--- src/rtl/ddr_wr_serializer_pkg.sv ---
`default_nettype none
// ============================================================================
// Module   : ddr_wr_serializer_pkg
// Brief    : Shared types and helpers for the DDR write-data serializer.
// Revision : 1.0 - initial release
// ============================================================================
package ddr_wr_serializer_pkg;

    typedef enum logic [1:0] {
        BL2  = 2'd0,
        BL4  = 2'd1,
        BL8  = 2'd2,
        BL16 = 2'd3
    } burst_len_t;

    typedef enum logic [1:0] {
        WS_IDLE  = 2'd0,
        WS_PRE   = 2'd1,
        WS_BURST = 2'd2,
        WS_POST  = 2'd3
    } wr_ser_state_t;

    function automatic logic [4:0] bl_beats(input burst_len_t bl);
        logic [4:0] beats;
        case (bl)
            BL2:     beats = 5'd2;
            BL4:     beats = 5'd4;
            BL8:     beats = 5'd8;
            default: beats = 5'd16;
        endcase
        return beats;
    endfunction

endpackage
`default_nettype wire

--- src/rtl/ddr_wr_serializer_if.sv ---
`default_nettype none
// ============================================================================
// Module   : ddr_wr_serializer_if
// Brief    : Write-word handshake plus PHY-facing DQ/DM/DQS bundle.
// Revision : 1.0 - initial release
// ============================================================================
interface ddr_wr_serializer_if #(
    parameter int DQ_W   = 8,
    parameter int BL_MAX = 8
);
    import ddr_wr_serializer_pkg::*;

    localparam int DATA_W = DQ_W * BL_MAX;
    localparam int LANES  = DQ_W / 8;

    logic                wr_valid;
    logic                wr_ready;
    logic [DATA_W-1:0]   wr_data;
    logic [DATA_W/8-1:0] wr_strb;
    burst_len_t          wr_bl;

    logic [DQ_W-1:0]     dq_rise;
    logic [DQ_W-1:0]     dq_fall;
    logic [LANES-1:0]    dm_rise;
    logic [LANES-1:0]    dm_fall;
    logic                dq_oe;
    logic                dqs_rise;
    logic                dqs_fall;
    logic                dqs_oe;
    logic                bl_err;

    modport master (
        output wr_valid, wr_data, wr_strb, wr_bl,
        input  wr_ready, dq_rise, dq_fall, dm_rise, dm_fall, dq_oe,
               dqs_rise, dqs_fall, dqs_oe, bl_err
    );

    modport slave (
        input  wr_valid, wr_data, wr_strb, wr_bl,
        output wr_ready, dq_rise, dq_fall, dm_rise, dm_fall, dq_oe,
               dqs_rise, dqs_fall, dqs_oe, bl_err
    );

endinterface
`default_nettype wire

--- src/rtl/ddr_beat_shifter.sv ---
`default_nettype none
// ============================================================================
// Module   : ddr_beat_shifter
// Brief    : Data/strobe shift register exposing a two-beat output window.
// Revision : 1.0 - initial release
// ============================================================================
module ddr_beat_shifter #(
    parameter int DQ_W   = 8,
    parameter int BL_MAX = 8
) (
    input  logic                        clk,
    input  logic                        n_rst,
    input  logic                        load,
    input  logic                        shift,
    input  logic [DQ_W*BL_MAX-1:0]      load_data,
    input  logic [DQ_W*BL_MAX/8-1:0]    load_strb,
    output logic [DQ_W-1:0]             beat0,
    output logic [DQ_W-1:0]             beat1,
    output logic [DQ_W/8-1:0]           strb0,
    output logic [DQ_W/8-1:0]           strb1
);
    localparam int DATA_W = DQ_W * BL_MAX;
    localparam int STRB_W = DATA_W / 8;
    localparam int LANES  = DQ_W / 8;
    localparam int STEP_D = 2 * DQ_W;
    localparam int STEP_S = 2 * LANES;

    logic [DATA_W-1:0] r_data;
    logic [STRB_W-1:0] r_strb;
    logic [DATA_W-1:0] w_data_shifted;
    logic [STRB_W-1:0] w_strb_shifted;

    // A two-beat register holds exactly one beat pair, so there is nothing to shift in.
    generate
        if (BL_MAX > 2) begin : g_shift
            assign w_data_shifted = {{STEP_D{1'b0}}, r_data[DATA_W-1:STEP_D]};
            assign w_strb_shifted = {{STEP_S{1'b0}}, r_strb[STRB_W-1:STEP_S]};
        end else begin : g_no_shift
            assign w_data_shifted = '0;
            assign w_strb_shifted = '0;
        end
    endgenerate

    always_ff @(posedge clk or negedge n_rst) begin
        if (!n_rst) begin
            r_data <= '0;
            r_strb <= '0;
        end else if (load) begin
            r_data <= load_data;
            r_strb <= load_strb;
        end else if (shift) begin
            r_data <= w_data_shifted;
            r_strb <= w_strb_shifted;
        end
    end

    assign beat0 = r_data[DQ_W-1:0];
    assign beat1 = r_data[STEP_D-1:DQ_W];
    assign strb0 = r_strb[LANES-1:0];
    assign strb1 = r_strb[STEP_S-1:LANES];

endmodule
`default_nettype wire

--- src/rtl/ddr_wr_serializer.sv ---
`default_nettype none
// ============================================================================
// Module   : ddr_wr_serializer
// Brief    : Serializes write words into DDR rise/fall beat pairs with DQS framing.
// Revision : 1.0 - initial release
// ============================================================================
module ddr_wr_serializer #(
    parameter int DQ_W   = 8,
    parameter int BL_MAX = 8
) (
    input  logic                 clk,
    input  logic                 n_rst,
    ddr_wr_serializer_if.slave   bus
);
    import ddr_wr_serializer_pkg::*;

    localparam int LANES   = DQ_W / 8;
    localparam int CYC_MAX = BL_MAX / 2;
    localparam int CNT_W   = (CYC_MAX > 1) ? $clog2(CYC_MAX) : 1;
    localparam logic [4:0] BEATS_MAX = 5'(BL_MAX);

    wr_ser_state_t     r_state;
    wr_ser_state_t     w_state_nxt;
    logic [CNT_W-1:0]  r_beat_cnt;
    logic [CNT_W-1:0]  w_beat_cnt_nxt;
    logic [CNT_W-1:0]  w_cnt_load;
    logic [4:0]        w_req_beats;
    logic [4:0]        w_beats;
    logic              w_last;
    logic              w_accept;
    logic              w_shift;
    logic [DQ_W-1:0]   w_beat0;
    logic [DQ_W-1:0]   w_beat1;
    logic [LANES-1:0]  w_strb0;
    logic [LANES-1:0]  w_strb1;

    assign w_req_beats = bl_beats(bus.wr_bl);
    assign w_beats     = (w_req_beats > BEATS_MAX) ? BEATS_MAX : w_req_beats;
    assign w_cnt_load  = CNT_W'((w_beats >> 1) - 5'd1);

    assign w_last       = (r_beat_cnt == '0);
    assign bus.wr_ready = (r_state == WS_IDLE) || (r_state == WS_POST) ||
                          ((r_state == WS_BURST) && w_last);
    assign w_accept     = bus.wr_valid && bus.wr_ready;
    assign bus.bl_err   = w_accept && (w_req_beats > BEATS_MAX);

    always_comb begin
        w_state_nxt    = r_state;
        w_beat_cnt_nxt = r_beat_cnt;
        unique case (r_state)
            WS_IDLE: begin
                if (w_accept) begin
                    w_state_nxt    = WS_PRE;
                    w_beat_cnt_nxt = w_cnt_load;
                end
            end
            WS_PRE: begin
                w_state_nxt = WS_BURST;
            end
            WS_BURST: begin
                if (!w_last) begin
                    w_beat_cnt_nxt = r_beat_cnt - CNT_W'(1);
                end else if (w_accept) begin
                    // Gapless follow-on burst: DQS keeps toggling, no pre/postamble.
                    w_beat_cnt_nxt = w_cnt_load;
                end else begin
                    w_state_nxt = WS_POST;
                end
            end
            WS_POST: begin
                if (w_accept) begin
                    w_state_nxt    = WS_PRE;
                    w_beat_cnt_nxt = w_cnt_load;
                end else begin
                    w_state_nxt = WS_IDLE;
                end
            end
            default: begin
                w_state_nxt = WS_IDLE;
            end
        endcase
    end

    always_ff @(posedge clk or negedge n_rst) begin
        if (!n_rst) begin
            r_state    <= WS_IDLE;
            r_beat_cnt <= '0;
        end else begin
            r_state    <= w_state_nxt;
            r_beat_cnt <= w_beat_cnt_nxt;
        end
    end

    assign w_shift = (r_state == WS_BURST);

    ddr_beat_shifter #(
        .DQ_W   (DQ_W),
        .BL_MAX (BL_MAX)
    ) u_shifter (
        .clk       (clk),
        .n_rst     (n_rst),
        .load      (w_accept),
        .shift     (w_shift),
        .load_data (bus.wr_data),
        .load_strb (bus.wr_strb),
        .beat0     (w_beat0),
        .beat1     (w_beat1),
        .strb0     (w_strb0),
        .strb1     (w_strb1)
    );

    assign bus.dq_oe    = (r_state == WS_BURST);
    assign bus.dqs_oe   = (r_state != WS_IDLE);
    assign bus.dqs_rise = (r_state == WS_BURST);
    assign bus.dqs_fall = 1'b0;

    assign bus.dq_rise  = bus.dq_oe ? w_beat0  : '0;
    assign bus.dq_fall  = bus.dq_oe ? w_beat1  : '0;
    assign bus.dm_rise  = bus.dq_oe ? ~w_strb0 : '0;
    assign bus.dm_fall  = bus.dq_oe ? ~w_strb1 : '0;

endmodule
`default_nettype wire

--- src/flat_wrapper.sv ---
// flat-port wrapper written by rule: the top's interface ports become plain ports
module ddr_wr_serializer_flat import ddr_wr_serializer_pkg::*;
#(
    parameter int DQ_W   = 8,
    parameter int BL_MAX = 8
)
  (clk, n_rst, bus_wr_valid, bus_wr_data, bus_wr_strb, bus_wr_bl, bus_wr_ready, bus_dq_rise, bus_dq_fall, bus_dm_rise, bus_dm_fall, bus_dq_oe, bus_dqs_rise, bus_dqs_fall, bus_dqs_oe, bus_bl_err);
  ddr_wr_serializer_if #(.DQ_W(DQ_W), .BL_MAX(BL_MAX)) bus_i ();
  input  logic clk;
  input  logic n_rst;
  input wire logic [$bits(bus_i.wr_valid)-1:0] bus_wr_valid;
  input wire logic [$bits(bus_i.wr_data)-1:0] bus_wr_data;
  input wire logic [$bits(bus_i.wr_strb)-1:0] bus_wr_strb;
  input wire logic [$bits(bus_i.wr_bl)-1:0] bus_wr_bl;
  output wire logic [$bits(bus_i.wr_ready)-1:0] bus_wr_ready;
  output wire logic [$bits(bus_i.dq_rise)-1:0] bus_dq_rise;
  output wire logic [$bits(bus_i.dq_fall)-1:0] bus_dq_fall;
  output wire logic [$bits(bus_i.dm_rise)-1:0] bus_dm_rise;
  output wire logic [$bits(bus_i.dm_fall)-1:0] bus_dm_fall;
  output wire logic [$bits(bus_i.dq_oe)-1:0] bus_dq_oe;
  output wire logic [$bits(bus_i.dqs_rise)-1:0] bus_dqs_rise;
  output wire logic [$bits(bus_i.dqs_fall)-1:0] bus_dqs_fall;
  output wire logic [$bits(bus_i.dqs_oe)-1:0] bus_dqs_oe;
  output wire logic [$bits(bus_i.bl_err)-1:0] bus_bl_err;
  assign bus_i.wr_valid = bus_wr_valid;
  assign bus_i.wr_data = bus_wr_data;
  assign bus_i.wr_strb = bus_wr_strb;
  assign bus_i.wr_bl = bus_wr_bl;
  assign bus_wr_ready = bus_i.wr_ready;
  assign bus_dq_rise = bus_i.dq_rise;
  assign bus_dq_fall = bus_i.dq_fall;
  assign bus_dm_rise = bus_i.dm_rise;
  assign bus_dm_fall = bus_i.dm_fall;
  assign bus_dq_oe = bus_i.dq_oe;
  assign bus_dqs_rise = bus_i.dqs_rise;
  assign bus_dqs_fall = bus_i.dqs_fall;
  assign bus_dqs_oe = bus_i.dqs_oe;
  assign bus_bl_err = bus_i.bl_err;
  ddr_wr_serializer #(.DQ_W(DQ_W), .BL_MAX(BL_MAX)) u_core (.clk(clk), .n_rst(n_rst), .bus(bus_i));
endmodule
--- config.mk ---
export PLATFORM = sky130hd
export DESIGN_NAME = ddr_wr_serializer_flat
export DESIGN_NICKNAME = d
export VERILOG_FILES = /design/src/rtl/ddr_wr_serializer_pkg.sv /design/src/rtl/ddr_wr_serializer_if.sv /design/src/rtl/ddr_beat_shifter.sv /design/src/rtl/ddr_wr_serializer.sv /design/src/flat_wrapper.sv
export SDC_FILE = /design/constraint.sdc
export NUM_CORES = 1
export LEC_CHECK = 0
export ABC_AREA = 1
export CELL_PAD_IN_SITES_DETAIL_PLACEMENT = 1
export CELL_PAD_IN_SITES_GLOBAL_PLACEMENT = 2
export CORE_ASPECT_RATIO = 0.7
export CORE_UTILIZATION = 31
export DETAILED_ROUTE_END_ITERATION = 8
export HOLD_SLACK_MARGIN = 0.06
export PLACE_DENSITY_LB_ADDON = 0.2
export RECOVER_POWER = 100
export SLEW_MARGIN = 15
export SYNTH_ARGS = -nofsm -noshare
export SYNTH_HDL_FRONTEND = slang
export SYNTH_SLANG_ARGS = --single-unit
--- constraint.sdc ---
create_clock -name clk -period 4 [get_ports clk]
set_clock_uncertainty 0.05 [all_clocks]
set_input_delay 0.6 -clock clk [delete_from_list [all_inputs] [get_ports clk]]
set_output_delay 0.6 -clock clk [all_outputs]
set_load 0.02 [all_outputs]
=== After elaboration in Yosys (flattened, before gate mapping) ===
Cells that the tools add are included.

* Logic and storage cells: 48
* Input bits: 77
* RAM bits: 0
* Bits in read-only memories: 0
* Register bits after elaboration: 76
* Memories kept: 0
* Output and inout port bits: 24
* Latch bits: 0

* Order comparisons: 1
* Reduce and logical (&&, ||, !) cells: 13
* $mul: 0
* Add/subtract/negate cells: 2
* Multiplexer cells: 18
* Shift operators: 0
* Equal/unequal tests: 8
* Bitwise logic cells: 2
* Div/mod/pow operators: 0

{| class="wikitable"
|+ Operators by type and width
! operator !! number
|-
| $mux W64 || 2
|-
| $mux W8 || 4
|-
| $pmux W5 S3 || 1
|-
| $mux W2 || 5
|-
| $pmux W2 S4 || 1
|-
| $eq A2 B2 Y1 const B || 3
|-
| $logic_not A2 Y1 || 3
|-
| $reduce_bool A2 Y1 || 3
|-
| $gt A5 B4 Y1 const B || 1
|-
| $eq A2 B1 Y1 const B || 2
|-
| $ne A2 B2 Y1 const B || 2
|-
| $pmux W2 S2 || 1
|-
| $sub A2 B1 Y2 const B || 2
|-
| $logic_and A1 B1 Y1 || 3
|-
| $mux W1 || 3
|-
| $mux W3 || 1
|-
| $reduce_and A3 Y1 || 1
|-
| $logic_or A1 B1 Y1 || 2
|-
| $ne A2 B1 Y1 const B || 1
|-
| $not A1 Y1 || 2
|-
| $reduce_or A2 Y1 || 1
|}

=== Depth between registers and ports, before layout ===
Gate-level depths: netlist of the first run.

* Depth in word-level cells: 8
* Depth in mapped cells: 12
* Gate-level depth less buffers: 11

=== Cells and area by module ===
A second synthesis of the first run with hierarchy kept.

* Cells, all modules: 526
* Area total of the unflattened synthesis: 3886.2 um2

{| class="wikitable"
|+ By module, submodules not included
! module !! area each (um2) !! times used !! cells each !! seq. area each (um2)
|-
| ddr_beat_shifter || 3355.7 || 1 || 434 || 1801.7
|-
| ddr_wr_serializer || 530.5 || 1 || 92 || 100.1
|}

=== Worst setup path before layout of the first run ===
OpenSTA, ideal clock, no wires.

* Path kind: reg-to-output
* Start: register u_core.r_state[0]
* End: output port bus_bl_err
* Slack: 1442 ps
* Path buffers: 2
* Cell stages (with the launch flop): 9
* Required time: 3350 ps
* Arrival: 1908 ps
* Cell sequence: dfrtp_1 -> inv_1 -> ha_1 -> buf_2 -> nand2_2 -> nand2_4 -> nand2_8 -> buf_2 -> nor3_1

* Word-level cells in the longest chain between the ends: 5
* Elaborated cells on any way between the ends: 8
* Classes of those cells: 2 x eq/ne; 6 x reduce/logical

{| class="wikitable"
|+ Ends and longest elaborated chain
! what !! RTL line !! text
|-
| start, declared || ddr_wr_serializer.sv:22 || <nowiki>wr_ser_state_t r_state;</nowiki>
|-
| start signal, assigned || ddr_wr_serializer.sv:89 || <nowiki>r_state <= w_state_nxt;</nowiki>
|-
| $eq A2 B2 Y1 || - ||
|-
| named net bus_dq_oe || flat_wrapper.sv:20 || <nowiki>output wire logic [$bits(bus_i.dq_oe)-1:0] bus_dq_oe;</nowiki>
|-
| $logic_and A1 B1 Y1 || ddr_wr_serializer.sv:43 || <nowiki>((r_state == WS_BURST) && w_last);</nowiki>
|-
| $logic_or A1 B1 Y1 || ddr_wr_serializer.sv:42 || <nowiki>assign bus.wr_ready = (r_state == WS_IDLE) || (r_state == WS_POST) ||</nowiki>
|-
| named net bus_wr_ready || flat_wrapper.sv:15 || <nowiki>output wire logic [$bits(bus_i.wr_ready)-1:0] bus_wr_ready;</nowiki>
|-
| $logic_and A1 B1 Y1 || ddr_wr_serializer.sv:44 || <nowiki>assign w_accept = bus.wr_valid && bus.wr_ready;</nowiki>
|-
| $logic_and A1 B1 Y1 || ddr_wr_serializer.sv:45 || <nowiki>assign bus.bl_err = w_accept && (w_req_beats > BEATS_MAX);</nowiki>
|-
| end, declared || flat_wrapper.sv:24 || <nowiki>output wire logic [$bits(bus_i.bl_err)-1:0] bus_bl_err;</nowiki>
|}

The timed path passes the listed nets, and every way through them passes these cells.

=== Worst setup path after layout of the first run ===
* Start: register u_core.r_state[0]
* End: output port bus_dq_rise[4]

* Word-level cells in the longest chain between the ends: 2

{| class="wikitable"
|+ Ends and longest elaborated chain
! what !! RTL line !! text
|-
| $eq A2 B2 Y1 || ddr_wr_serializer.sv:112 || <nowiki>assign bus.dq_oe = (r_state == WS_BURST);</nowiki>
|-
| $mux W8 || ddr_wr_serializer.sv:117 || <nowiki>assign bus.dq_rise = bus.dq_oe ? w_beat0 : '0;</nowiki>
|-
| end, declared || flat_wrapper.sv:16 || <nowiki>output wire logic [$bits(bus_i.dq_rise)-1:0] bus_dq_rise;</nowiki>
|}

No other way between the ends.

==> results_tabular.tex, run 1 <==
\begin{tabular}{lr}
\hline
Metric & Value \\
\hline
\multicolumn{2}{l}{\textbf{Outcome}} \\
\quad Outcome & complete, but fails checks \\
\quad Failing checks & max-capacitance violations, max-slew violations \\
\multicolumn{2}{l}{\textbf{GRT}} \\
\quad Via count of the first global-routing pass & 3350 \\
\quad Antenna violations before repair & 0 \\
\quad Wire length of the first global-routing pass & 16900 um \\
\quad Global-route total usage across every layer & 17.3\% \\
\quad Pin count of the biggest net entering global routing & 77 \\
\quad Total grt overflow & 0 \\
\multicolumn{2}{l}{\textbf{Yosys}} \\
\quad Compound-gate portion of the synthesized area & 5.44\% \\
\quad Count of flip-flops with a built-in enable after synthesis & 0 \\
\quad Synthesized net count & 504 \\
\quad Post-synthesis cell count & 423 \\
\quad Most instantiated library cell after synthesis & nand2\_1 \\
\quad Avg Inst Size Synth & 9.08 um2 \\
\quad Multiplexer share of the synthesized area & 0\% \\
\quad Synth Area in Adders & 1.30\% \\
\quad Warnings from Yosys & 0 \\
\quad Dominant combinational cell family by area after synthesis & simple AND/OR/NAND/NOR gates \\
\quad FFs w/ async S/R, synth & 100\% \\
\quad Number of storage elements in the synthesis netlist & 76 \\
\quad Netlist area before placement & 3840 um2 \\
\quad Leading post-synthesis cells by cell area & dfrtp\_1 (50\%), nand2\_1 (14\%), nand3\_2 (10\%) \\
\quad Share of synthesized cell area in and, or, nand and nor gates & 34.8\% \\
\quad Cell taking the most area after synthesis & dfrtp\_1 \\
\quad Count of cell types in the netlist & 27 \\
\quad Most used standard cells in the synthesized netlist & nand2\_1 (139), dfrtp\_1 (76), nand3\_1 (70) \\
\quad Proportion of netlist area held by the largest area contributor & 49.5\% \\
\quad Post-synthesis sequential area ratio & 49.5\% \\
\quad Xor/xnor cell area share of the yosys netlist & 0\% \\
\quad Ys flop type & dfrtp\_1 \\
\multicolumn{2}{l}{\textbf{Clock network}} \\
\quad Clock tree root buffer cell & clkbuf\_16 \\
\quad TritonCTS clock tree & done \\
\quad Number of sinks handled by clock tree synthesis & 76 \\
\quad Number of setup buffers added after CTS & 0 \\
\quad TritonCTS buffer count & 9 \\
\quad CTS Hold Bufs & 0 \\
\quad Cells resized by post-CTS repair & 0 \\
\quad Bufs on Longest Clock Path & 2 \\
\quad Clock slew at reported path FFs & 60 ps \\
\quad Depth of the CTS H-tree & 3 \\
\quad Worst-Skew Late Latency & 330 ps \\
\multicolumn{2}{l}{\textbf{Power}} \\
\quad Peak VDD IR & 0.286 mV \\
\quad Standby leakage power & 2.44 nW \\
\quad Power per Cell Area & 820 nW/um2 \\
\quad Total Power Consumption & 4.24 mW \\
\multicolumn{2}{l}{\textbf{Critical path}} \\
\quad Required time reported for the critical path endpoint & 3350 ps \\
\quad Endpoint class of the critical path & primary output \\
\quad Category of the worst setup path launch point & register \\
\quad Max Fanout on Critical Path & 30 \\
\quad Worst endpoint data arrival time & 2810 ps \\
\quad Type of the worst setup path & register to primary output \\
\multicolumn{2}{l}{\textbf{Cells and area}} \\
\quad Area Growth Syn to Fin & 34.6\% \\
\quad Layout Cell Area excl Fill & 5170 um2 \\
\quad Antenna Diode Count & 0 \\
\quad Non-filler instance count after layout & 671 \\
\quad Number of nets at the end of the flow & 590 \\
\quad Layout cell share with drive strength beyond 1 & 13.2\% \\
\multicolumn{2}{l}{\textbf{STA}} \\
\quad Max-slew headroom & -30.6\% \\
\quad Setup repair after global routing missed its margin & no \\
\quad Minimum period implied by the final worst setup slack & 3460 ps \\
\quad Highest clock rate & 0.289 GHz \\
\quad Minimum hold slack & 447 ps \\
\quad Count of endpoints failing setup in the final report & 0 \\
\quad Final Max Slew Viols & 77 \\
\quad Tightest Pin Transition & 1960 ps \\
\quad Setup Total Neg Slack & 0 ps \\
\quad Period utilisation layout & 86.6\% \\
\quad Hold Vio Cnt, Final & 0 \\
\multicolumn{2}{l}{\textbf{Floorplan}} \\
\quad CORE AREA & 11900 um2 \\
\quad Die area & 12800 um2 \\
\quad I/O pin total & 101 \\
\quad Initial Util & 32.3\% \\
\quad Die outline width & 135 um \\
\quad Die Span Y & 95.1 um \\
\quad Cell row count & 33 \\
\multicolumn{2}{l}{\textbf{Drt}} \\
\quad Count of routing violations after the opening detailed-route iteration & 155 \\
\quad Routed Antenna Nets & 0 \\
\quad Number of design rule violations left after detail routing & 0 \\
\quad Via/cell ratio & 4.77 \\
\quad Final routed wire length divided by cell count & 15.2 um \\
\quad Number of iterations in the first detailed-routing pass & 5 \\
\quad Wire length after detailed routing & 10200 um \\
\quad Total via count after detailed routing & 3198 \\
\multicolumn{2}{l}{\textbf{Placed design}} \\
\quad Port bufs & 99 \\
\quad Standard cell area after detailed placement & 4850 um2 \\
\quad HPWL after detailed placement & 6790 um \\
\quad Routability cong. & 0.753 \\
\quad Placed cell count & 655 \\
\multicolumn{2}{l}{\textbf{Worst hold path}} \\
\quad Worst min-delay path class & register to register \\
\multicolumn{2}{l}{\textbf{Run}} \\
\quad Reported max-cap violation count & 1 \\
\hline
\end{tabular}
-- registers in the layout, indices dropped and copies added, names as in the netlist --
| register | flops |
|---|---|
| u_core.u_shifter.r_strb | 8 |
| u_core.u_shifter.r_data | 64 |
| u_core.r_state | 2 |
| u_core.r_beat_cnt | 2 |
-- cell type report --
type / instances / area [um2]
clock inverter: 4 / 70.1
clock buffer: 12 / 267
timing repair buffer: 105 / 1030
fill: 1388 / 6720
inverter: 28 / 105
sequential: 76 / 1900
multi-input combinational: 289 / 1600
tap: 157 / 196
-- cells in the final DEF (no fill, tap or decap), drive strengths merged --
cell type,n
bufinv,2
clkdlybuf4s50,79
o21ai,6
clkinv,2
buf,5
inv,28
o31ai,1
a22o,18
dlygate4sd3,19
nor2,4
dfrtp,76
conb,1
a21oi,2
clkbuf,14
ha,4
nand2,142
nand3,110
nor3,1
-- cells by family (layout without fill, tap and decap cells) --
| logic type | after synthesis | in the layout |
|---|---|---|
| AND/OR/NAND/NOR | 257 | 257 |
| flip-flops | 76 | 76 |
| buffers and inverters | 58 | 149 |
| AO/OA/AOI/OAI | 27 | 27 |
| adder cells (fa/ha/maj) | 4 | 4 |
| other | 1 | 1 |
-- worst paths after layout --
check                                           startpoint                          end  slack (ps)  cells after the start
worst max-delay path                     u_core.r_state[0]               bus_dq_rise[4]         540                      6
min in group asynchronous                            n_rst   u_core.u_shifter.r_strb[1]         740                      1
max in group asynchronous                            n_rst            u_core.r_state[0]        1970                      1
worst min register to register  u_core.u_shifter.r_data[2]   u_core.u_shifter.r_data[2]         450                      2
worst max register to register           u_core.r_state[0]  u_core.u_shifter.r_data[11]         780                      9
worst min-delay path            u_core.u_shifter.r_data[2]   u_core.u_shifter.r_data[2]         450                      2
-- report_power, final --
part           total [mW]  switching, mW  leakage [nW]  internal [mW]
Combinational        1.93           1.20          1.32          0.723
Clock               0.910          0.315         0.169          0.595
Sequential           1.40          0.252         0.949           1.15
-- through the flow --
stage          util (%)  worst slack, ps
4_1_cts            43.6              770
2_1_floorplan         -             1440
3_3_place_gp       40.8             1040
6_report           43.5              536
3_5_place_dp       40.8             1000
5_1_grt            43.5              331
-- layer usage --
layer / track usage (%) / vias to the layer above / part of all wire, %
met1: 22.9 / 1575 / 48
li1: - / 1551 / -
met2: 27.9 / 68 / 46
met5: 0 / - / 0
met3: 4.41 / 4 / 4.6
met4: 5.06 / 0 / 0.64
-- critical path: stages (launching register included) --
cell	delay, ps
dfrtp_1	420
inv_1	160
ha_4	450
clkbuf_2	580
nand2_1	110
inv_1	80
dlygate4sd3_1	660
(Power assumes the default switching activity.)
==> inputs of run 2 (changes only) <==
- CAP_MARGIN: unset -> 0
- PLACE_DENSITY: unset -> 0.82
- PLACE_DENSITY_LB_ADDON: 0.2 -> unset
==> run 2 against run 1 <==
- the flow still finishes with violations (max-capacitance violations, max-slew violations)
- final cell count shrank 0.45%
- non-clock buffer count shrank 1
- sequential power is essentially flat
- first-iteration DRC count grew 1.9%
- critical path type unchanged
- highest routed layer unchanged
- cell area shrank 1.7%
- routed wire length grew 2.4%
- total power shrank 4.3%
- critical path depth is the same
- die area is the same
- fmax grew 1.2%
- sequential share of layout area grew 0.63 points
- critical endpoint is now bus_dq_fall[6]
- clock-buffer cell count shrank 1
==> results_tabular.tex, run 2 (same netlist as run 1, synthesis figures left out) <==
\begin{tabular}{lr}
\hline
Metric & Value \\
\hline
\multicolumn{2}{l}{\textbf{Clock network}} \\
\quad Depth of the CTS H-tree & 3 (unchanged) \\
\quad CTS Hold Bufs & 0 (unchanged) \\
\quad TritonCTS clock tree & done \\
\quad Cells resized by post-CTS repair & 0 (unchanged) \\
\quad Clock tree root buffer cell & clkbuf\_16 \\
\quad Number of sinks handled by clock tree synthesis & 76 (unchanged) \\
\quad Bufs on Longest Clock Path & 2 (unchanged) \\
\quad Clock slew at reported path FFs & 50 ps (about the same) \\
\quad Worst-Skew Late Latency & 330 ps (about the same) \\
\quad TritonCTS buffer count & 9 (unchanged) \\
\quad Number of setup buffers added after CTS & 0 (unchanged) \\
\multicolumn{2}{l}{\textbf{STA}} \\
\quad Setup Total Neg Slack & 0 ps (unchanged) \\
\quad Minimum hold slack & 451 ps (+3.97 ps) \\
\quad Minimum period implied by the final worst setup slack & 3420 ps (-42.3 ps) \\
\quad Final Max Slew Viols & 77 (unchanged) \\
\quad Max-slew headroom & -30.8\% (-0.20 points) \\
\quad Setup repair after global routing missed its margin & no \\
\quad Crit path setup slack, layout & 578 ps (+42.3 ps) \\
\quad Period utilisation layout & 85.5\% (-1.1 points) \\
\quad Count of endpoints failing setup in the final report & 0 (unchanged) \\
\quad Tightest Pin Transition & 1960 ps (+3.07 ps) \\
\quad Hold Vio Cnt, Final & 0 (unchanged) \\
\quad Highest clock rate & 0.292 GHz (+1.2\%) \\
\multicolumn{2}{l}{\textbf{Cells and area}} \\
\quad Layout cell share with drive strength beyond 1 & 12.5\% (-0.71 points) \\
\quad Most flop-heavy register & u\_core.u\_shifter.r\_data \\
\quad Area Growth Syn to Fin & 32.3\% \\
\quad Number of flip-flops under the largest register name & 64 (unchanged) \\
\quad Commonest non-fill, non-tap cells in the layout & nand2\_1 (141), clkdlybuf4s50\_1 (76), dfrtp\_1 (76) \\
\quad Share of the core filled with cells & 42.7\% (-0.73 points) \\
\quad Number of nets at the end of the flow & 589 (-0.17\%) \\
\quad Most frequent standard cell in the layout excluding fill and tap cells & nand2\_1 \\
\quad Antenna Diode Count & 0 (unchanged) \\
\quad Top flop regs & u\_core.u\_shifter.r\_data: 64 flops, u\_core.u\_shifter.r\_strb: 8 flops \\
\multicolumn{2}{l}{\textbf{Critical path}} \\
\quad Max Fanout on Critical Path & 36 (+20\%) \\
\quad Most common cell on crit path & inv\_1 \\
\quad Crit path largest cell delay & 670 ps (about the same) \\
\quad Endpoint class of the critical path & primary output \\
\quad Required time reported for the critical path endpoint & 3350 ps (about the same) \\
\quad Category of the worst setup path launch point & register \\
\quad Type of the worst setup path & register to primary output \\
\quad Worst endpoint data arrival time & 2770 ps (-40 ps) \\
\quad Cell at the slowest stage of the critical path & dlygate4sd3\_1 \\
\quad Ordered cell list for the critical path & inv\_1 > ha\_4 > clkbuf\_2 > nand2\_1 > inv\_1 > dlygate4sd3\_1 \\
\multicolumn{2}{l}{\textbf{Floorplan}} \\
\quad Die outline width & 135 um (unchanged) \\
\quad CORE AREA & 11900 um2 (unchanged) \\
\quad Die area & 12800 um2 (unchanged) \\
\quad Initial Util & 32.3\% (unchanged) \\
\quad Cell row count & 33 (unchanged) \\
\quad Die Span Y & 95.1 um (unchanged) \\
\quad I/O pin total & 101 (unchanged) \\
\multicolumn{2}{l}{\textbf{Power}} \\
\quad Sw Share & 43.5\% (+1.7 points) \\
\quad Register share of total power & 34.5\% (+1.4 points) \\
\quad Power per Cell Area & 798 nW/um2 (-2.7\%) \\
\quad Clock network fraction of design power & 17.8\% (-3.7 points) \\
\quad Peak VDD IR & 0.297 mV (+3.7\%) \\
\quad Internal Pwr Total & 2.29 mW (-7.1\%) \\
\quad Total Power Consumption & 4.05 mW (-4.3\%) \\
\quad Net switching power figure & 1.76 mW (-0.31\%) \\
\quad Standby leakage power & 2.41 nW (-1.4\%) \\
\quad Part of the total power dissipated in combinational logic & 47.7\% (+2.2 points) \\
\multicolumn{2}{l}{\textbf{GRT}} \\
\quad Pin count of the biggest net entering global routing & 77 (unchanged) \\
\quad Via count of the first global-routing pass & 3480 (+3.9\%) \\
\quad Wire length of the first global-routing pass & 17700 um (+4.2\%) \\
\quad Global-route total usage across every layer & 17.7\% (+0.45 points) \\
\quad Met1 GRT Util & 23.7\% (+0.82 points) \\
\quad Total grt overflow & 0 (unchanged) \\
\quad GR met2 Demand/Resource & 29.1\% (+1.2 points) \\
\quad Most used routing layer in global routing & met2 \\
\quad Antenna violations before repair & 0 (unchanged) \\
\quad Met3 Resource Use GR & 4.31\% (-0.11 points) \\
\multicolumn{2}{l}{\textbf{Drt}} \\
\quad Total via count after detailed routing & 3164 (-1.1\%) \\
\quad Wire length after detailed routing & 10400 um (+2.4\%) \\
\quad Number of design rule violations left after detail routing & 0 (unchanged) \\
\quad Via/cell ratio & 4.74 (-0.62\%) \\
\quad Final routed wire length divided by cell count & 15.6 um (+2.9\%) \\
\quad Number of iterations in the first detailed-routing pass & 4 (-1) \\
\quad Routed Antenna Nets & 0 (unchanged) \\
\quad Count of routing violations after the opening detailed-route iteration & 158 (+1.9\%) \\
\multicolumn{2}{l}{\textbf{Worst hold path}} \\
\quad Worst min-delay path class & register to register \\
\multicolumn{2}{l}{\textbf{Placed design}} \\
\quad Routability cong. & 0.773 (+2.7\%) \\
\quad Port bufs & 99 (unchanged) \\
\quad Pre-CTS worst setup slack & 973 ps (-28.2 ps) \\
\quad HPWL after detailed placement & 6900 um (+1.6\%) \\
\multicolumn{2}{l}{\textbf{Outcome}} \\
\quad Failing checks & max-capacitance violations, max-slew violations \\
\quad Outcome & complete, but fails checks \\
\multicolumn{2}{l}{\textbf{Run}} \\
\quad Reported max-cap violation count & 1 (unchanged) \\
\hline
\end{tabular}
-- run 2: cell types whose count changed in the layout (fill, tap and decap cells not counted), sizes merged --
cell	delta
clkbuf	-1
bufinv	-2
buf	-1
dlygate4sd3	+3
clkinv	+1
clkdlybuf4s50	-3
-- run 2: worst paths after layout --
path / start / end / slack [ps] / cells after the start
worst max register to register: u_core.r_state[0] / u_core.u_shifter.r_data[34] / 700 / 9
worst min-delay path: u_core.u_shifter.r_data[3] / u_core.u_shifter.r_data[3] / 450 / 2
worst min register to register: u_core.u_shifter.r_data[3] / u_core.u_shifter.r_data[3] / 450 / 2
min in group asynchronous: n_rst / u_core.u_shifter.r_data[62] / 750 / 1
worst max-delay path: u_core.r_state[0] / bus_dq_fall[6] / 580 / 6
max in group asynchronous: n_rst / u_core.u_shifter.r_strb[7] / 1970 / 1
-- run 2: worst max-delay path, delay by kind of cell, from the launching register on --
kind | cells | cell delay, ps
adders and majority gates | 1 | 510
buffers and inverters | 4 | 1380
DFF | 1 | 430
and+or+nand+nor | 1 | 120
-- run 2: cell type report --
| type | count | area [um2] |
|---|---|---|
| Clock buffer | 11 | 243 |
| Clock inverter | 3 | 15.0 |
| Fill cell | 1416 | 6810 |
| Inverter | 28 | 105 |
| Multi-Input combinational cell | 289 | 1600 |
| Sequential cell | 76 | 1900 |
| Tap cell | 157 | 196 |
| Timing Repair Buffer | 104 | 1020 |
-- run 2: power by group through the flow --
stage	sequential, mW	combinational (mW)	clock, mW
3_3_place_gp	1.39	1.95	0
5_1_grt	1.45	2.20	0.775
3_5_place_dp	1.40	2.03	0
2_1_floorplan	1.34	1.58	0
6_report	1.40	1.94	0.721
4_1_cts	1.40	2.04	0.747
-- run 2: layer usage --
metal,wire [um],up-vias
met5,0,-
met4,67,0
met3,499,6
met2,4790,75
met1,5080,1532
li1,-,1551
-- run 2: per-stage QoR --
stage          area, um2  std cells
2_1_floorplan       3840        423
3_3_place_gp        4840        654
3_5_place_dp        4840        654
4_1_cts             5100        668
5_1_grt             5080        668
6_report            5080        668
==> inputs of run 3 (changes only) <==
- CORE_ASPECT_RATIO: 0.7 -> 1.5
==> run 3 against run 2 <==
- the run still ends with max-capacitance violations, max-slew violations left
- combinational power is essentially flat
- non-clock buffer count shrank 1
- worst setup slack better by 300 ps
- fmax is 9.6% higher
- clock-buffer cell count shrank 2
- sequential cell count unchanged
- sequential share of layout area is 0.46 points lower
- cell area is 1.3% higher
- total power increased by 3.0%
- first-iteration DRC count is 22% higher
- highest routed layer unchanged
==> results_tabular.tex, run 3 (same netlist as run 1, synthesis figures left out) <==
\begin{tabular}{lr}
\hline
Metric & Value \\
\hline
\multicolumn{2}{l}{\textbf{STA}} \\
\quad Count of endpoints failing setup in the final report & 0 (unchanged) \\
\quad Hold Vio Cnt, Final & 0 (unchanged) \\
\quad Final Max Slew Viols & 77 (unchanged) \\
\quad Period utilisation layout & 78.0\% (-7.5 points) \\
\quad Minimum period implied by the final worst setup slack & 3120 ps (-300 ps) \\
\quad Setup Total Neg Slack & 0 ps (unchanged) \\
\quad Tightest Pin Transition & 1950 ps (-16.9 ps) \\
\quad Setup repair after global routing missed its margin & no \\
\quad Max-slew headroom & -29.7\% (+1.1 points) \\
\quad Highest clock rate & 0.320 GHz (+9.6\%) \\
\multicolumn{2}{l}{\textbf{Power}} \\
\quad Peak VDD IR & 0.568 mV (+92\%) \\
\quad Total Power Consumption & 4.18 mW (+3.0\%) \\
\quad Power per Cell Area & 812 nW/um2 (+1.7\%) \\
\quad Standby leakage power & 2.43 nW (+0.99\%) \\
\multicolumn{2}{l}{\textbf{GRT}} \\
\quad Via count of the first global-routing pass & 3339 (-4.1\%) \\
\quad Global-route total usage across every layer & 16.7\% (-1.0 points) \\
\quad Wire length of the first global-routing pass & 16900 um (-4.3\%) \\
\quad Pin count of the biggest net entering global routing & 77 (unchanged) \\
\quad Total grt overflow & 0 (unchanged) \\
\quad Antenna violations before repair & 0 (unchanged) \\
\multicolumn{2}{l}{\textbf{Floorplan}} \\
\quad CORE AREA & 12000 um2 (+1.1\%) \\
\quad Die Span Y & 138 um (+45\%) \\
\quad Cell row count & 49 (+48\%) \\
\quad Initial Util & 32.0\% (-0.34 points) \\
\quad Die area & 12800 um2 (about the same) \\
\quad I/O pin total & 101 (unchanged) \\
\quad Die outline width & 92.9 um (-31\%) \\
\multicolumn{2}{l}{\textbf{Drt}} \\
\quad Wire length after detailed routing & 10000 um (-4.1\%) \\
\quad Via/cell ratio & 4.73 (about the same) \\
\quad Count of routing violations after the opening detailed-route iteration & 193 (+22\%) \\
\quad Final routed wire length divided by cell count & 15.0 um (-3.7\%) \\
\quad Number of iterations in the first detailed-routing pass & 4 (unchanged) \\
\quad Routed Antenna Nets & 0 (unchanged) \\
\quad Number of design rule violations left after detail routing & 0 (unchanged) \\
\quad Total via count after detailed routing & 3148 (-0.51\%) \\
\multicolumn{2}{l}{\textbf{Clock network}} \\
\quad Bufs on Longest Clock Path & 2 (unchanged) \\
\quad Depth of the CTS H-tree & 3 (unchanged) \\
\quad CTS Hold Bufs & 0 (unchanged) \\
\quad Number of sinks handled by clock tree synthesis & 76 (unchanged) \\
\quad Clock tree root buffer cell & clkbuf\_16 \\
\quad Worst-Skew Late Latency & 330 ps (about the same) \\
\quad Number of setup buffers added after CTS & 0 (unchanged) \\
\quad TritonCTS clock tree & done \\
\quad Cells resized by post-CTS repair & 0 (unchanged) \\
\quad TritonCTS buffer count & 9 (unchanged) \\
\quad Clock slew at reported path FFs & 60 ps (about the same) \\
\multicolumn{2}{l}{\textbf{Placed design}} \\
\quad Port bufs & 99 (unchanged) \\
\quad Routability cong. & 0.760 (-1.7\%) \\
\quad HPWL after detailed placement & 6500 um (-5.8\%) \\
\multicolumn{2}{l}{\textbf{Critical path}} \\
\quad Type of the worst setup path & register to register \\
\quad Worst endpoint data arrival time & 3280 ps (+510 ps) \\
\quad Cell at the slowest stage of the critical path & inv\_2 \\
\quad Max Fanout on Critical Path & 72 (+100\%) \\
\quad Ordered cell list for the critical path & inv\_1 > ha\_1 > nand2\_1 > nand2\_8 > buf\_4 > inv\_2 > a22o\_1 \\
\quad Crit path largest cell delay & 680 ps (about the same) \\
\quad Endpoint class of the critical path & register \\
\quad Required time reported for the critical path endpoint & 4160 ps (+810 ps) \\
\quad Category of the worst setup path launch point & register \\
\multicolumn{2}{l}{\textbf{Cells and area}} \\
\quad Most frequent standard cell in the layout excluding fill and tap cells & nand2\_1 \\
\quad Top flop regs & u\_core.u\_shifter.r\_data: 64 flops, u\_core.u\_shifter.r\_strb: 8 flops \\
\quad Number of nets at the end of the flow & 588 (-0.17\%) \\
\quad Area Growth Syn to Fin & 34.0\% \\
\quad Number of flip-flops under the largest register name & 64 (unchanged) \\
\quad Layout cell share with drive strength beyond 1 & 13.1\% (+0.56 points) \\
\quad Antenna Diode Count & 0 (unchanged) \\
\quad Commonest non-fill, non-tap cells in the layout & nand2\_1 (140), clkdlybuf4s50\_1 (76), dfrtp\_1 (76) \\
\quad Fill cell total of the finished layout & 1415 (-0.071\%) \\
\quad Most flop-heavy register & u\_core.u\_shifter.r\_data \\
\multicolumn{2}{l}{\textbf{Run}} \\
\quad Reported max-cap violation count & 1 (unchanged) \\
\multicolumn{2}{l}{\textbf{Outcome}} \\
\quad Failing checks & max-capacitance violations, max-slew violations \\
\quad Outcome & complete, but fails checks \\
\multicolumn{2}{l}{\textbf{Worst hold path}} \\
\quad Worst min-delay path class & register to register \\
\hline
\end{tabular}
## run 3: critical path: cells and delay by family, from the launching register on
kind	cells	cell delay, ps
AO/OA/AOI/OAI	1	380
adder cells (fa/ha/maj)	1	360
buffers and inverters	3	1460
flip-flops	1	420
AND/OR/NAND/NOR	2	280
## run 3: area by class of cell
type / count / area [um2] / share of cell area [%]
Inverter: 28 / 105 / 2.04
Clock buffer: 9 / 225 / 4.38
Timing Repair Buffer: 103 / 1030 / 20.0
Multi-Input combinational cell: 289 / 1600 / 31.1
Clock inverter: 7 / 91.3 / 1.78
Sequential cell: 76 / 1900 / 37.0
Tap cell: 153 / 191 / 3.72
## run 3: final timing paths
kind,from,slack (ps),cells after the start,end
min in group asynchronous,n_rst,730,1,u_core.r_beat_cnt[0]
worst max register to register,u_core.r_state[0],880,7,u_core.u_shifter.r_data[62]
worst min register to register,u_core.u_shifter.r_data[8],440,2,u_core.u_shifter.r_data[8]
worst min-delay path,u_core.u_shifter.r_data[8],440,2,u_core.u_shifter.r_data[8]
worst max-delay path,u_core.r_state[0],880,7,u_core.u_shifter.r_data[62]
max in group asynchronous,n_rst,1990,1,u_core.u_shifter.r_data[45]
## run 3: metal layers
metal  part of all wire (%)  global-route usage (%)  up-vias
li1                       -                       -     1552
met1                     44                    22.3     1512
met2                     51                    26.9       70
met3                    3.6                    3.08       14
met4                    1.8                    6.07        0
met5                      0                       0        -
## run 3: through the flow
stage | instance area, um2 | hold WS (ps) | utilization (%) | setup slack (ps) | instances
global route | 5140 | 467 | 42.8 | 628 | 665
detailed placement | 4840 | 432 | 40.3 | 1010 | 649
floorplan | 3840 | 254 | - | 1440 | 423
global placement | 4840 | 429 | 40.3 | 1070 | 649
CTS | 5160 | 420 | 43.0 | 1060 | 665
finish | 5140 | 444 | 42.8 | 878 | 665
## run 3: where the power goes
part / total [mW] / switching [mW] / internal [mW] / leakage, nW
Sequential: 1.39 / 0.245 / 1.15 / 0.949
Combinational: 1.92 / 1.20 / 0.719 / 1.33
Clock: 0.861 / 0.317 / 0.544 / 0.155
Total: 4.18 / 1.77 / 2.41 / 2.43
